===== src/rtl/bf_sdf_stage.sv =====
// Radix-2 single-delay-feedback butterfly stage: buffers the first half of each
// 2*DEPTH block, then emits x[k]+x[k+DEPTH] and, one block later, x[k]-x[k+DEPTH].
// Optional macro BF_SCALE_EN rounds every result by (r+1)>>>1.
module bf_sdf_stage #(
    parameter int BW    = 16,
    parameter int DEPTH = 64
) (
    input  logic                 clk,
    input  logic                 rst,
    input  logic                 in_valid,
    input  logic signed [BW-1:0] in_real,
    input  logic signed [BW-1:0] in_imag,
    output logic                 out_valid,
    output logic signed [BW:0]   out_real,
    output logic signed [BW:0]   out_imag,
    output logic                 out_half
);

    localparam int CW = $clog2(2 * DEPTH);
    localparam logic [CW-1:0] CNT_MAX = CW'(2 * DEPTH - 1);

    typedef logic signed [BW:0]   samp_t;
    typedef logic signed [BW+1:0] wide_t;

    // Results are formed one bit wider than needed so the rounding add cannot wrap.
    function automatic samp_t shape(input wide_t r);
`ifdef BF_SCALE_EN
        wide_t t;
        t = (r + $signed({{(BW + 1){1'b0}}, 1'b1})) >>> 1;
        return samp_t'(t);
`else
        return samp_t'(r);
`endif
    endfunction

    logic [CW-1:0] cnt_q, cnt_d;
    logic          primed_q, primed_d;
    samp_t         dl_re_q [DEPTH];
    samp_t         dl_im_q [DEPTH];
    samp_t         dl_re_d [DEPTH];
    samp_t         dl_im_d [DEPTH];
    logic          out_valid_q, out_valid_d;
    samp_t         out_real_q, out_real_d;
    samp_t         out_imag_q, out_imag_d;
    logic          out_half_q, out_half_d;

    logic  phase;
    samp_t head_re, head_im;
    wide_t in_re_x, in_im_x, hd_re_x, hd_im_x;
    samp_t p_re, p_im, m_re, m_im;
    samp_t push_re, push_im;

    always_comb begin
        phase   = cnt_q[CW-1];
        head_re = dl_re_q[DEPTH-1];
        head_im = dl_im_q[DEPTH-1];
        in_re_x = {{2{in_real[BW-1]}}, in_real};
        in_im_x = {{2{in_imag[BW-1]}}, in_imag};
        hd_re_x = {head_re[BW], head_re};
        hd_im_x = {head_im[BW], head_im};
        p_re    = shape(hd_re_x + in_re_x);
        p_im    = shape(hd_im_x + in_im_x);
        m_re    = shape(hd_re_x - in_re_x);
        m_im    = shape(hd_im_x - in_im_x);
        push_re = phase ? m_re : {in_real[BW-1], in_real};
        push_im = phase ? m_im : {in_imag[BW-1], in_imag};
    end

    always_comb begin
        cnt_d       = cnt_q;
        primed_d    = primed_q;
        dl_re_d     = dl_re_q;
        dl_im_d     = dl_im_q;
        out_valid_d = 1'b0;
        out_real_d  = out_real_q;
        out_imag_d  = out_imag_q;
        out_half_d  = out_half_q;
        if (in_valid) begin
            cnt_d = cnt_q + CW'(1);
            if (cnt_q == CNT_MAX) begin
                primed_d = 1'b1;
            end
            for (int i = DEPTH - 1; i > 0; i--) begin
                dl_re_d[i] = dl_re_q[i-1];
                dl_im_d[i] = dl_im_q[i-1];
            end
            dl_re_d[0]  = push_re;
            dl_im_d[0]  = push_im;
            out_valid_d = phase | primed_q;
            out_half_d  = ~phase;
            out_real_d  = phase ? p_re : head_re;
            out_imag_d  = phase ? p_im : head_im;
        end
    end

    always_ff @(posedge clk or posedge rst) begin
        if (rst) begin
            cnt_q       <= '0;
            primed_q    <= 1'b0;
            out_valid_q <= 1'b0;
            out_real_q  <= '0;
            out_imag_q  <= '0;
            out_half_q  <= 1'b0;
            for (int i = 0; i < DEPTH; i++) begin
                dl_re_q[i] <= '0;
                dl_im_q[i] <= '0;
            end
        end else begin
            cnt_q       <= cnt_d;
            primed_q    <= primed_d;
            out_valid_q <= out_valid_d;
            out_real_q  <= out_real_d;
            out_imag_q  <= out_imag_d;
            out_half_q  <= out_half_d;
            dl_re_q     <= dl_re_d;
            dl_im_q     <= dl_im_d;
        end
    end

    assign out_valid = out_valid_q;
    assign out_real  = out_real_q;
    assign out_imag  = out_imag_q;
    assign out_half  = out_half_q;

endmodule


===== config.mk =====
export PLATFORM = sky130hd
export DESIGN_NAME = bf_sdf_stage
export DESIGN_NICKNAME = d
export VERILOG_FILES = /design/src/rtl/bf_sdf_stage.sv
export SDC_FILE = /design/constraint.sdc
export NUM_CORES = 2
export LEC_CHECK = 0
export CAP_MARGIN = 20
export CORE_MARGIN = 1.5
export CORE_UTILIZATION = 28
export CTS_CLUSTER_DIAMETER = 100
export DETAILED_ROUTE_END_ITERATION = 12
export PLACE_DENSITY = 0.55
export SLEW_MARGIN = 0
export SYNTH_ARGS = -nofsm -noshare
export SYNTH_HDL_FRONTEND = slang
export SYNTH_SLANG_ARGS = --single-unit

===== constraint.sdc =====
create_clock -name clk -period 73.9 [get_ports clk]
set_input_delay 14.78 -clock clk [delete_from_list [all_inputs] [get_ports clk]]
set_output_delay 14.78 -clock clk [all_outputs]
set_load 0.005 [all_outputs]

==> flow_summary.ini <==
[route]
drt_pass1_iterations = 5
post_drt_wl_per_cell_um = 13.7
vias = 41239
wl_mm = 131
detail-route-antenna-nets = 0
drt_iter0_markers = 2274
vias_per_cell = 4.30
drc = 0

[critical_path]
crit_arrival_ps = 21340
cp_top_family = buffers and inverters
path_class = input pin to asynchronous set/reset pin
start_kind = input pin
critPathSlowestCell = buf_4
max_stage_delay_ps = 830
path_buf_inv = 10
worstSetupPathDepth = 10
worst-path-max-fanout = 75
cp_cell_sequence = clkdlybuf4s50_1 -> clkinvlp_4 -> buf_4 -> buf_4 -> buf_4 -> buf_4 -> buf_16 -> buf_4 -> buf_4 -> buf_4
worstRegToRegCells = 9
worstSetupEndpointType = asynchronous set/reset pin
cp.required_ps = 74770
cp_common_cell = buf_4

[sta]
finalSetupViolCount = 0
rsz0062_at_grt = no
tightest_slew_ps = 1150
finalCriticalPeriod_ps = 20460
skew_ps = 61.5
hold_viol = 0
finalWorstSetupSlack_ps = 53440
tns_ps = 0
max_freq_mhz = 48.9
relSlewSlack_pct = 23.6
finalCritPeriodShare_pct = 27.7
hold_ws_ps = 440
final_max_slew_viol_count = 0

[cells_and_area]
drive_gt1_share_pct = 46.2
final_util_pct = 32.4
final_nets = 5528
stdcell_count = 9593
area_delta_synth_final_pct = 14.9
final.fill_count = 29314

[placement]
port_buffers = 70
place_inst = 9167
gp_congestion = 0.759
place_ws_ps = 51840
hpwl_mm = 76.8

[synth]
synth-seq-area-share_pct = 65.0
async_flop_share_pct = 100
ys_top_cells_by_area = dfrtp_1, mux2_2, buf_2
synth_cell_types = 59
synth_seq_cells = 2220
yosysWarnings = 0
synth_cells = 5342
synth.largest_area_cell = dfrtp_1
syn_area_per_cell_um2 = 16.0
syn_nets = 5446
synth_edf_count = 0
synth_area_um2 = 85500
synth_top_area_share_pct = 65.0
ys.flop_type = dfrtp_1

[clocking]
cts_tree = built
cts_made_buffers = 230
htreeDepth = 4
cts_num_sinks = 2220
cts_resized = 0
cts_root_buffer = clkbuf_16
cts_buffer_depth = 3
insertion_delay_ps = 860
cts_hold_buf = 0
cts.clk_slew.worst_paths_ps = 60
post-cts-setup-buffers = 0

[global_route]
grtUsageMet2_pct = 13.6
overflow = 0
use_met1_pct = 11.9
grt_util_met3_pct = 1.91
grt_pass1_wl_mm = 228
grt_pass1_vias = 44038
antenna_found_initial = 3
grt.busiest_layer = met2
grt_usage_pct = 8.68
grt_max_degree = 197

[run_status]
status = finished clean

[worst_hold_path]
min_path_cells = 1
hp-class = flop to flop

[job]
cap_violations = 0

[die]
dieWidth_um = 556
core_um2 = 303000
start_util_pct = 28.2
fp.dieArea_um2 = 309000
rows = 202
die_y_um = 556
io_pins = 71

[power]
ir_worst_vdd_uv = 24.5
p_per_area_nw_per_um2 = 31.5
cellLeakagePower_uw = 0.0467
kinds of logic (layout without fill, tap and decap cells):
logic type                 count (synthesis)  after routing  synth area share, %
other                                      0              1                    0
DFF                                     2220           2220                 65.0
xor gates and xnor gates                  38             38                0.389
buffers and inverters                    351            623                 1.82
adders and majority gates                 69             69                 1.04
AOI/OAI and AO/OA                        255            255                 1.98
muxes                                   2170           2170                 28.5
and+or+nand+nor                          239            239                 1.25
metal layers:
layer	vias up	wire (µm)
met5	-	13
met4	2	3190
met3	256	4840
met2	450	60000
met1	21407	63200
li1	19124	-
metrics by stage:
stage / area, µm² / power (µW)
final: 98200 / 3090
after global routing: 98200 / 3270
after CTS: 98200 / 3150
after detailed placement: 90400 / 1970
after global placement: 90400 / 1960
after floorplan: 85500 / 1890
registers in the layout, indices dropped and copies added (netlist names):
register	cells
cnt_q	7
primed_q	1
dl_re_q	1071
out_imag	17
out_half	1
out_valid	1
head_re	17
out_real	17
dl_im_q	1071
head_im	17
placed cells by master (no fill, tap or decap), types with 11 or more instances in the layout:
master,n
a211oi_1,20
a21o_1,29
a21oi_1,69
a22oi_1,14
and3_1,11
buf_4,53
bufinv_16,11
clkbuf_1,49
clkbuf_16,232
clkbuf_8,58
clkdlybuf4s50_1,69
clkinv_2,49
dfrtp_1,2219
ha_1,65
inv_1,66
mux2_2,2144
mux2i_1,26
nand2_1,53
nand3_1,16
nor2_1,99
nor2b_1,12
nor3_1,22
o21ai_0,51
o21bai_1,13
xnor2_1,26
xor2_1,12
worst reg2reg max path: stages (launching register included):
cell,delay (ps)
dfrtp_1,400
ha_1,220
fa_1,390
nor2b_1,180
o21ai_0,340
nand2_1,210
a21oi_1,270
xnor2_1,160
a211oi_1,710
a21o_1,140
final timing paths:
| path | end | slack (ps) | start |
|---|---|---|---|
| max in group clk | dl_im_q[938]$_DFFE_PP0P_ | 54780 | in_valid |
| setup / recovery | dl_im_q[870]$_DFFE_PP0P_ | 53440 | rst |
| setup reg to reg | out_imag[8]$_DFFE_PP0P_ | 70820 | head_im[0]$_DFFE_PP0P_ |
| min in group asynchronous | dl_re_q[596]$_DFFE_PP0P_ | 14430 | rst |
| hold / removal | dl_re_q[403]$_DFFE_PP0P_ | 440 | dl_re_q[420]$_DFFE_PP0P_ |
| hold reg to reg | dl_re_q[403]$_DFFE_PP0P_ | 440 | dl_re_q[420]$_DFFE_PP0P_ |
layout make-up:
cell class	count	area, µm²	share of cell area [%]
sequential	2220	55600	56.6
multi-input combinational	2771	28400	28.9
clock buffer	339	6790	6.91
tap	3978	4980	5.07
timing repair buffer	133	1340	1.36
clock inverter	83	917	0.934
inverter	68	259	0.264
antenna	1	2.50	0.00255
Yosys cell counts (3+ instances only):
cell,number
inv_1,67
xor2_1,12
nor2_1,100
or3_1,6
a211oi_1,20
a31oi_1,6
a21oi_1,69
buf_2,180
a221oi_1,4
and3_1,11
o311ai_0,3
nand4_1,3
dfrtp_1,2220
o21ai_0,51
o31a_1,4
buf_1,8
a221o_1,8
nand3_1,16
o21ai_1,3
o21a_1,5
ha_1,65
nand2_1,53
mux2_2,2144
buf_4,4
mux2i_1,26
a21o_1,29
xnor2_1,26
clkbuf_1,91
nand2b_1,8
nor3_1,22
a22oi_1,14
fa_1,4
o21bai_1,13
o221ai_1,4
nor2b_1,12
where the power goes:
part           internal, µW  switching (µW)  total, µW
combinational           222             130        352
sequential             1470             124       1590
clock                   674             474       1150
total                  2360             728       3090
(Power assumes the default switching activity.)
